[config.mk]
export PLATFORM = sky130hd
export DESIGN_NAME = led_bank_scheduler
export DESIGN_NICKNAME = d
export VERILOG_FILES = /design/src/rtl/led_bank_scheduler.sv
export SDC_FILE = /design/constraint.sdc
export NUM_CORES = 1
export LEC_CHECK = 0
export ABC_AREA = 1
export CAP_MARGIN = 5
export CORE_ASPECT_RATIO = 1.75
export CORE_UTILIZATION = 52
export DETAILED_ROUTE_END_ITERATION = 7
export PLACE_DENSITY_LB_ADDON = 0.25
export SLEW_MARGIN = 10
export SYNTH_ARGS = -nofsm -noshare
export SYNTH_HDL_FRONTEND = slang
export SYNTH_SLANG_ARGS = --single-unit
[constraint.sdc]
create_clock -name clk -period 2.2 [get_ports clk]
set_clock_uncertainty 0.1 [all_clocks]
set_input_delay 0.33 -clock clk [delete_from_list [all_inputs] [get_ports clk]]
set_output_delay 0.33 -clock clk [all_outputs]
set_load 0.1 [all_outputs]
[src/rtl/led_bank_scheduler.sv]
`default_nettype none
// ============================================================================
// Module      : led_bank_scheduler
// Description : Round-robin time-sharing of the LED output bank between
//               NUM_REQ pattern requesters, with a per-grant hold window in
//               prescaled ticks and a heartbeat count when the bank is idle.
//               Optional macro LED_BANK_PWM_EN adds a brightness input that
//               gates the registered LED drive with a 4-bit PWM.
// Revision    : 1.0 - initial release
// ============================================================================
module led_bank_scheduler #(
  parameter int NUM_REQ    = 4,
  parameter int LED_W      = 8,
  parameter int PRESCALE_W = 18,
  parameter int HOLD_TICKS = 16
) (
  input  logic                     clk,
  input  logic                     rst_n,
  input  logic [NUM_REQ-1:0]       req,
  input  logic [NUM_REQ*LED_W-1:0] req_pat,
`ifdef LED_BANK_PWM_EN
  input  logic [3:0]               brightness,
`endif
  output logic [NUM_REQ-1:0]       grant,
  output logic [LED_W-1:0]         leds,
  output logic                     tick,
  output logic                     busy
);

  localparam int IDX_W  = (NUM_REQ > 1) ? $clog2(NUM_REQ) : 1;
  localparam int HOLD_W = (HOLD_TICKS > 0) ? $clog2(HOLD_TICKS + 1) : 1;

  typedef enum logic [1:0] {
    ST_IDLE    = 2'd0,
    ST_OWN     = 2'd1,
    ST_HANDOFF = 2'd2
  } state_t;

  state_t                  state_q, state_d;
  logic [PRESCALE_W-1:0]   prescaler_q, prescaler_d;
  logic                    tick_q, tick_d;
  logic [LED_W-1:0]        heartbeat_q, heartbeat_d;
  logic [IDX_W-1:0]        rr_ptr_q, rr_ptr_d;
  logic [IDX_W-1:0]        owner_q, owner_d;
  logic [HOLD_W-1:0]       hold_q, hold_d;
  logic [NUM_REQ-1:0]      grant_q, grant_d;
  logic [LED_W-1:0]        leds_q, leds_d;

  logic [IDX_W:0]          win_sum;
  logic [IDX_W-1:0]        win_idx;
  logic [NUM_REQ-1:0]      win_onehot;
  logic [LED_W-1:0]        owner_pat;
  logic [IDX_W-1:0]        owner_next;
  logic                    owner_req;
  logic                    other_req;

  // Free-running prescaler; tick is high in the cycle the prescaler reads 0 after a wrap.
  always_comb begin
    prescaler_d = prescaler_q + PRESCALE_W'(1);
    tick_d      = &prescaler_q;
    heartbeat_d = tick_q ? heartbeat_q + LED_W'(1) : heartbeat_q;
  end

  // Round-robin winner: scan downward so the lowest offset from rr_ptr is kept last.
  always_comb begin
    win_sum = '0;
    win_idx = '0;
    for (int j = NUM_REQ - 1; j >= 0; j--) begin
      win_sum = {1'b0, rr_ptr_q} + (IDX_W + 1)'(j);
      if (win_sum >= (IDX_W + 1)'(NUM_REQ)) begin
        win_sum = win_sum - (IDX_W + 1)'(NUM_REQ);
      end
      if (req[win_sum[IDX_W-1:0]]) begin
        win_idx = win_sum[IDX_W-1:0];
      end
    end
    win_onehot = NUM_REQ'(1) << win_idx;
  end

  // Owner's pattern slice and request status relative to the current owner.
  always_comb begin
    owner_pat = '0;
    for (int i = 0; i < NUM_REQ; i++) begin
      if (owner_q == IDX_W'(i)) begin
        owner_pat = req_pat[i*LED_W +: LED_W];
      end
    end
    owner_req  = |(req & grant_q);
    other_req  = |(req & ~grant_q);
    owner_next = (owner_q == IDX_W'(NUM_REQ - 1)) ? '0 : owner_q + IDX_W'(1);
  end

  // Ownership FSM: next state, grant, hold window and LED source selection.
  always_comb begin
    state_d  = state_q;
    rr_ptr_d = rr_ptr_q;
    owner_d  = owner_q;
    hold_d   = hold_q;
    grant_d  = grant_q;
    leds_d   = leds_q;
    unique case (state_q)
      ST_IDLE: begin
        grant_d = '0;
        leds_d  = heartbeat_q;
        if (|req) begin
          state_d = ST_OWN;
          grant_d = win_onehot;
          owner_d = win_idx;
          hold_d  = HOLD_W'(HOLD_TICKS);
        end
      end
      ST_OWN: begin
        leds_d = owner_pat;
        if (tick_q && (hold_q != '0)) begin
          hold_d = hold_q - HOLD_W'(1);
        end
        // A dropped request and an expired window with waiters both yield the bank.
        if (!owner_req || ((hold_q == '0) && other_req)) begin
          state_d  = ST_HANDOFF;
          grant_d  = '0;
          leds_d   = '0;
          rr_ptr_d = owner_next;
        end else if (hold_q == '0) begin
          hold_d = HOLD_W'(HOLD_TICKS);
        end
      end
      ST_HANDOFF: begin
        grant_d = '0;
        leds_d  = '0;
        if (|req) begin
          state_d = ST_OWN;
          grant_d = win_onehot;
          owner_d = win_idx;
          hold_d  = HOLD_W'(HOLD_TICKS);
        end else begin
          // Returning to idle: resume the heartbeat right after the blank cycle.
          state_d = ST_IDLE;
          leds_d  = heartbeat_q;
        end
      end
      default: begin
        state_d = ST_IDLE;
        grant_d = '0;
        leds_d  = '0;
      end
    endcase
  end

  // State register with synchronous active-low reset.
  always_ff @(posedge clk) begin
    if (!rst_n) begin
      state_q     <= ST_IDLE;
      prescaler_q <= '0;
      tick_q      <= 1'b0;
      heartbeat_q <= '0;
      rr_ptr_q    <= '0;
      owner_q     <= '0;
      hold_q      <= '0;
      grant_q     <= '0;
      leds_q      <= '0;
    end else begin
      state_q     <= state_d;
      prescaler_q <= prescaler_d;
      tick_q      <= tick_d;
      heartbeat_q <= heartbeat_d;
      rr_ptr_q    <= rr_ptr_d;
      owner_q     <= owner_d;
      hold_q      <= hold_d;
      grant_q     <= grant_d;
      leds_q      <= leds_d;
    end
  end

  assign grant = grant_q;
  assign tick  = tick_q;
  assign busy  = (state_q != ST_IDLE);

`ifdef LED_BANK_PWM_EN
  logic [3:0] pwm_cnt_q, pwm_cnt_d;

  // 4-bit PWM phase counter that advances every cycle.
  always_comb begin
    pwm_cnt_d = pwm_cnt_q + 4'd1;
  end

  // PWM phase register.
  always_ff @(posedge clk) begin
    if (!rst_n) begin
      pwm_cnt_q <= '0;
    end else begin
      pwm_cnt_q <= pwm_cnt_d;
    end
  end

  // Brightness gating sits after the handoff blanking, so a blank stays blank.
  assign leds = leds_q & {LED_W{(pwm_cnt_q < brightness)}};
`else
  assign leds = leds_q;
`endif

endmodule
`default_nettype wire

==> results.rst, run 1 <==
.. list-table::
   :header-rows: 1

   * - Metric
     - Value
   * - Status
     - complete, but fails checks
   * - Violations in the final reports
     - DRC
   * - Worst path top cell family by delay
     - buffers and inverters
   * - Post-placement cell count
     - 491
   * - Int Pwr
     - 1.38 mW
   * - Cells after Synth
     - 394
   * - Setup Buffers After CTS
     - 0
   * - Avg WL per Cell
     - 12.4 um
   * - Clk sinks
     - 50
   * - Number of levels the H-tree was split into
     - 2
   * - Diodes inserted
     - 0
   * - Max Slew Vio Count
     - 0
   * - Kind of end point of the critical path
     - flop
   * - Worst IR drop on VDD
     - 395 uV
   * - Maximum number of pins on one net before global-route repair
     - 15
   * - Commonest non-fill, non-tap cells in the layout
     - nand2_1 (75), dfxtp_1 (50), inv_1 (42)
   * - Worst skew pair latency
     - 0.30 ns
   * - TritonCTS Buffers
     - 5
   * - Worst slew margin
     - 68.2%
   * - Leakage dissipation
     - 1.42 nW
   * - Antenna violations before repair
     - 0
   * - Worst setup path startpoint
     - owner_q[1]$_SDFFE_PN0P_
   * - Die W
     - 57.4 um
   * - Beginning of the worst hold path
     - heartbeat_q[7]$_SDFFE_PN0P_
   * - Number of nets with antenna violations after detailed routing
     - 0
   * - Distinct cell type count after synthesis
     - 42
   * - Unrepaired setup endpoints after global routing
     - false
   * - Core box area
     - 5210 sq um
   * - # resized after CTS
     - 0
   * - Number of global-route vias before repair
     - 2534
   * - Total of max-cap violations
     - 0
   * - Crit Path Class
     - reg -> reg
   * - Cell-by-cell listing of the critical path
     - inv_1 -> ha_1 -> clkinv_1 -> nand3_1 -> a31oi_1 -> mux2_2 -> nand2_1 -> a21oi_1
   * - Crit start category
     - flop
   * - Sequential fraction of design power
     - 47.5%
   * - Via total after detailed routing
     - 2641
   * - Die outline area
     - 5680 sq um
   * - Top-level I/O count
     - 52
   * - Gate power share
     - 28.3%
   * - Overall routed net length
     - 6.18 mm
   * - Data arrival at the endpoint of the critical path
     - 1.97 ns
   * - Mean area per synthesized cell
     - 7.09 sq um
   * - Min-Delay Path Class
     - reg -> reg
   * - Critical-path maximum fanout
     - 9
   * - Setup-failing EPs final
     - 0
   * - Height of the die
     - 99.0 um
   * - Post-cts hold buffer count
     - 0
   * - TritonCTS clock tree
     - done
   * - Hold violation total from the final report
     - 0
   * - First-pass GRT wire length
     - 10.4 mm
   * - Minimum clock period
     - 1.88 ns
   * - Global-route usage over all layers
     - 22.9%
   * - Gpl congestion
     - 0.896
   * - DRT Pass-1 Iters
     - 6
   * - Clock network power share
     - 24.2%
   * - Total nets after synthesis
     - 439
   * - Initial core utilization
     - 53.6%
   * - Measured slew at the worst slew-check pin
     - 0.477 ns
   * - Clock slew at the register clock pins of the worst setup and hold paths
     - 0.08 ns
   * - Total Power Consumption
     - 2.05 mW
   * - Max clock buf depth
     - 2
   * - Post-synthesis cell area
     - 2800 sq um
   * - Switching power summed over all nets
     - 667 uW
   * - Synthesis warning total
     - 0
   * - Highest clock frequency the design can meet
     - 0.533 GHz
   * - Proportion of layout cells with a drive suffix above 1
     - 15.8%
   * - Final HPWL from detailed placement
     - 4.89 mm
   * - Vias/cell
     - 5.30
   * - Violation count after the first detailed-routing iteration
     - 119
   * - Clk Tree Root Cell
     - clkbuf_8
   * - Remaining routing DRC violations
     - 7
   * - Number of nets at the end of the flow
     - 488
   * - Slowest cell delay on critical path
     - 0.34 ns
   * - I/O Buffers
     - 51
   * - Total power divided by cell area
     - 606 nW/um^2
   * - Worst endpoint required time
     - 2.30 ns
   * - Max stage delay cell, worst path
     - ha_1
   * - Growth of design area from synthesis to finish
     - 20.7%
   * - Synthesis-stage register bit count
     - 50
   * - Total congestion overflow after global routing
     - 0
   * - Most frequent standard cell in the layout excluding fill and tap cells
     - nand2_1
   * - Number of non-filler instances in the completed layout
     - 498
   * - R2R Path Start
     - owner_q[1]$_SDFFE_PN0P_
   * - Final cycle utilization of the critical path
     - 85.3%
   * - Worst hold-check slack
     - 0.357 ns
   * - Accumulated negative setup slack
     - 0 ns
   * - Sequential share of the synthesized area
     - 35.8%
   * - Row count
     - 35
   * - Worst Path Buf+Inv
     - 2
   * - Sw Ratio
     - 32.6%
==> per-layer routing <==
layer	part of all wire (%)	up-vias	global-route usage [%]
met5	0	-	0
met4	2.6	0	11.4
met3	4.8	11	3.54
met2	53	68	43.7
met1	40	1166	22.7
li1	-	1396	-
==> area by class of cell <==
class	count	area, sq um
clock buffers	7	76.3
fillers	472	1840
inverters	50	193
multi-input cells	281	1530
flip-flops and latches	50	1000
well taps	55	68.8
repair buffers	55	505
==> final timing paths <==
kind / endpoint / slack, ns / cells past startpoint
setup / recovery: leds[1]$_SDFF_PN0_ / 0.32 / 8
hold reg to reg: heartbeat_q[7]$_SDFFE_PN0P_ / 0.36 / 1
setup reg to reg: leds[1]$_SDFF_PN0_ / 0.32 / 8
hold / removal: heartbeat_q[7]$_SDFFE_PN0P_ / 0.36 / 1
==> per-stage QoR <==
step	setup WS, ns	area [sq um]	utilization, %
finish	0.323	3370	64.8
global route	0.133	3370	64.8
CTS	0.288	3370	64.8
detailed placement	0.257	3300	63.3
global placement	0.266	3300	63.3
floorplan	0.104	2800	-
==> cell families after synthesis <==
family / share of synthesized area (%)
buf+inv: 9.44
xor+xnor: 0.940
flops: 35.8
mux: 2.82
simple gates: 33.9
fa+ha+maj: 3.13
compound gates: 14.0
==> cells in the mapped netlist, drive strengths merged <==
| cell | instances | area share, % |
|---|---|---|
| a21oi | 38 | 6.9 |
| a22oi | 1 | 0.27 |
| a31oi | 6 | 1.3 |
| a41oi | 1 | 0.31 |
| buf | 5 | 1.4 |
| clkbuf | 8 | 1.1 |
| clkinv | 1 | 0.13 |
| dfxtp | 50 | 36 |
| ha | 7 | 3.1 |
| inv | 49 | 6.8 |
| mux2 | 7 | 2.8 |
| nand2 | 91 | 14 |
| nand3 | 37 | 7.0 |
| nand4 | 8 | 1.8 |
| nor2 | 38 | 5.8 |
| nor3 | 14 | 3.3 |
| nor3b | 2 | 0.72 |
| nor4 | 2 | 1.2 |
| o211ai | 1 | 0.27 |
| o21a | 3 | 0.81 |
| o21ai | 17 | 3.3 |
| o22ai | 2 | 0.45 |
| o31ai | 1 | 0.27 |
| or2 | 2 | 0.45 |
| xnor2 | 2 | 0.63 |
| xor2 | 1 | 0.31 |
==> registers in the layout (all words and copies together) (netlist names) <==
register and flops:
prescaler_q 18, heartbeat_q 8, leds 8, hold_q 5, grant 4, owner_q 2, rr_ptr_q 2, state_q 2
tick 1
==> power by group through the flow <==
stage / Clock [mW] / Sequential (mW) / Combinational (mW)
detailed placement: 0 / 0.992 / 0.577
global route: 0.530 / 0.976 / 0.634
CTS: 0.514 / 0.971 / 0.579
finish: 0.496 / 0.972 / 0.578
global placement: 0 / 0.993 / 0.571
floorplan: 0 / 1.05 / 0.362
No activity file was read; power rests on OpenSTA's default activity.
==> run 2: changes to the inputs <==
--- a/config.mk
+++ b/config.mk
@@ -10,7 +10,7 @@
 export CORE_ASPECT_RATIO = 1.75
 export CORE_UTILIZATION = 52
 export DETAILED_ROUTE_END_ITERATION = 7
-export PLACE_DENSITY_LB_ADDON = 0.25
+export PLACE_DENSITY = 0.8
 export SLEW_MARGIN = 10
 export SYNTH_ARGS = -nofsm -noshare
 export SYNTH_HDL_FRONTEND = slang
==> results.rst, run 2 (synthesis results as in run 1) <==
.. list-table::
   :header-rows: 1

   * - Metric
     - Value
   * - Status
     - complete, but fails checks (unchanged)
   * - Die W
     - 57.4 um (unchanged)
   * - # resized after CTS
     - 0 (unchanged)
   * - Commonest non-fill, non-tap cells in the layout
     - nand2_1 (75), dfxtp_1 (50), inv_1 (42) (unchanged)
   * - Top-level I/O count
     - 52 (unchanged)
   * - Critical-path maximum fanout
     - 9 (unchanged)
   * - Footprint of the flip-flops and latches
     - 1000 sq um (unchanged)
   * - TritonCTS Buffers
     - 5 (unchanged)
   * - Hold violation total from the final report
     - 0 (unchanged)
   * - Total area of multi-input combinational cells
     - 1530 sq um (unchanged)
   * - Growth of design area from synthesis to finish
     - 22.8% (was 20.7%)
   * - Accumulated negative setup slack
     - 0 ns (unchanged)
   * - Max clock buf depth
     - 2 (unchanged)
   * - Final HPWL from detailed placement
     - 4.78 mm (was 4.89 mm)
   * - Vias/cell
     - 5.37 (was 5.30)
   * - Number of global-route vias before repair
     - 2592 (was 2534)
   * - Global-route usage over all layers
     - 22.8% (was 22.9%)
   * - Core box area
     - 5210 sq um (unchanged)
   * - Worst endpoint required time
     - 2.29 ns (was 2.30 ns)
   * - TritonCTS clock tree
     - done (unchanged)
   * - Maximum number of pins on one net before global-route repair
     - 21 (was 15)
   * - Register name with the most flops
     - prescaler_q (unchanged)
   * - Clk Tree Root Cell
     - clkbuf_8 (unchanged)
   * - Remaining routing DRC violations
     - 9 (was 7)
   * - Crit Path Class
     - reg -> reg (unchanged)
   * - Final cycle utilization of the critical path
     - 86.3% (was 85.3%)
   * - Via total after detailed routing
     - 2673 (was 2641)
   * - Slowest cell delay on critical path
     - 0.34 ns (about the same)
   * - DRT Pass-1 Iters
     - 6 (unchanged)
   * - Slack of the critical path
     - 0.301 ns (was 0.323 ns)
   * - Worst IR drop on VDD
     - 478 uV (was 395 uV)
   * - R2r worst-path depth
     - 8 (unchanged)
   * - Max Slew Vio Count
     - 0 (unchanged)
   * - Number of levels the H-tree was split into
     - 2 (unchanged)
   * - First-pass GRT wire length
     - 10.4 mm (about the same)
   * - Total power divided by cell area
     - 676 nW/um^2 (was 606 nW/um^2)
   * - Max stage delay cell, worst path
     - ha_1 (unchanged)
   * - Minimum clock period
     - 1.90 ns (was 1.88 ns)
   * - Violations in the final reports
     - DRC (unchanged)
   * - Clock slew at the register clock pins of the worst setup and hold paths
     - 0.09 ns (was 0.08 ns)
   * - Hold-critical path depth
     - 1 (unchanged)
   * - Cell-by-cell listing of the critical path
     - inv_1 -> ha_1 -> clkinv_1 -> nand3_1 -> a31oi_1 -> mux2_2 -> nand2_1 -> a21oi_1 (unchanged)
   * - Violation count after the first detailed-routing iteration
     - 125 (was 119)
   * - Gpl congestion
     - 0.840 (was 0.896)
   * - Data arrival at the endpoint of the critical path
     - 1.99 ns (was 1.97 ns)
   * - Crit start category
     - flop (unchanged)
   * - Post-Place Setup Slack
     - 0.240 ns (was 0.257 ns)
   * - Avg WL per Cell
     - 12.4 um (about the same)
   * - Diodes inserted
     - 0 (unchanged)
   * - Initial core utilization
     - 53.6% (unchanged)
   * - Min-Delay Path Class
     - reg -> reg (unchanged)
   * - Kind of end point of the critical path
     - flop (unchanged)
   * - Overall routed net length
     - 6.18 mm (about the same)
   * - Number of nets at the end of the flow
     - 487 (was 488)
   * - Largest register FFs
     - 18 (unchanged)
   * - Fillers
     - 473 (was 472)
   * - I/O Buffers
     - 51 (unchanged)
   * - Highest clock frequency the design can meet
     - 0.527 GHz (was 0.533 GHz)
   * - Worst skew pair latency
     - 0.29 ns (was 0.30 ns)
   * - Leakage dissipation
     - 1.45 nW (was 1.42 nW)
   * - Row count
     - 35 (unchanged)
   * - Height of the die
     - 99.0 um (unchanged)
   * - Clk sinks
     - 50 (unchanged)
   * - Post-cts hold buffer count
     - 0 (unchanged)
   * - Setup Buffers After CTS
     - 0 (unchanged)
   * - Total congestion overflow after global routing
     - 0 (unchanged)
   * - Total of max-cap violations
     - 0 (unchanged)
   * - Unrepaired setup endpoints after global routing
     - false (unchanged)
   * - Number of nets with antenna violations after detailed routing
     - 0 (unchanged)
   * - Setup-failing EPs final
     - 0 (unchanged)
   * - Worst slew margin
     - 68.6% (was 68.2%)
   * - Antenna violations before repair
     - 0 (unchanged)
   * - Die outline area
     - 5680 sq um (unchanged)
   * - Most frequent standard cell in the layout excluding fill and tap cells
     - nand2_1 (unchanged)
   * - Proportion of layout cells with a drive suffix above 1
     - 16.3% (was 15.8%)
   * - Measured slew at the worst slew-check pin
     - 0.470 ns (was 0.477 ns)
-- run 2: final timing paths --
path | start | end | slack [ns]
worst max-delay path | owner_q[1]$_SDFFE_PN0P_ | leds[5]$_SDFF_PN0_ | 0.30
worst min-delay path | heartbeat_q[7]$_SDFFE_PN0P_ | heartbeat_q[7]$_SDFFE_PN0P_ | 0.35
worst max register to register | owner_q[1]$_SDFFE_PN0P_ | leds[5]$_SDFF_PN0_ | 0.30
worst min register to register | heartbeat_q[7]$_SDFFE_PN0P_ | heartbeat_q[7]$_SDFFE_PN0P_ | 0.35
-- run 2: layer usage --
| layer | vias to the layer above | part of all wire [%] | track usage, % |
|---|---|---|---|
| met5 | - | 0 | 0 |
| met3 | 15 | 5.1 | 4.46 |
| li1 | 1389 | - | - |
| met4 | 0 | 2.8 | 11.1 |
| met1 | 1206 | 38 | 21.2 |
| met2 | 63 | 54 | 44.6 |
-- run 2: cell type report --
type	instances	share of cell area, %
Inverter	50	5.61
Sequential cell	50	29.2
Tap cell	55	2.00
Clock buffer	6	2.41
Multi-Input combinational cell	281	44.6
Timing Repair Buffer	54	14.5
Clock inverter	2	1.75
-- run 2: critical path, delay by kind of cell (launching register included) --
kind	cells	cell delay, ns
buffers and inverters	2	0.40
and+or+nand+nor	2	0.20
muxes	1	0.28
adders and majority gates	1	0.34
DFF	1	0.33
AOI/OAI and AO/OA	2	0.15
-- run 2: metrics by stage --
stage | cells | util [%] | power, mW | hold WS [ns] | area (sq um)
after floorplan | 394 | - | 1.41 | 0.323 | 2800
after global placement | 490 | 63.1 | 1.56 | 0.343 | 3290
after detailed placement | 490 | 63.1 | 1.56 | 0.341 | 3290
after CTS | 498 | 65.9 | 2.34 | 0.355 | 3430
after global routing | 498 | 65.9 | 2.43 | 0.376 | 3430
final | 498 | 65.9 | 2.32 | 0.352 | 3430
-- run 2: where the power goes --
| part | switching, mW | internal, mW |
|---|---|---|
| sequential | 0.0365 | 0.934 |
| clock | 0.290 | 0.485 |
| combinational | 0.351 | 0.224 |
| total | 0.678 | 1.64 |
==> run 3: changes to the inputs <==
--- a/config.mk
+++ b/config.mk
@@ -11,6 +11,7 @@
 export CORE_UTILIZATION = 52
 export DETAILED_ROUTE_END_ITERATION = 7
 export PLACE_DENSITY = 0.8
+export SKIP_CTS_REPAIR_TIMING = 1
 export SLEW_MARGIN = 10
 export SYNTH_ARGS = -nofsm -noshare
 export SYNTH_HDL_FRONTEND = slang
==> results of run 3 <==
No change in the layout: final DEF, timing and power equal those of run 2.
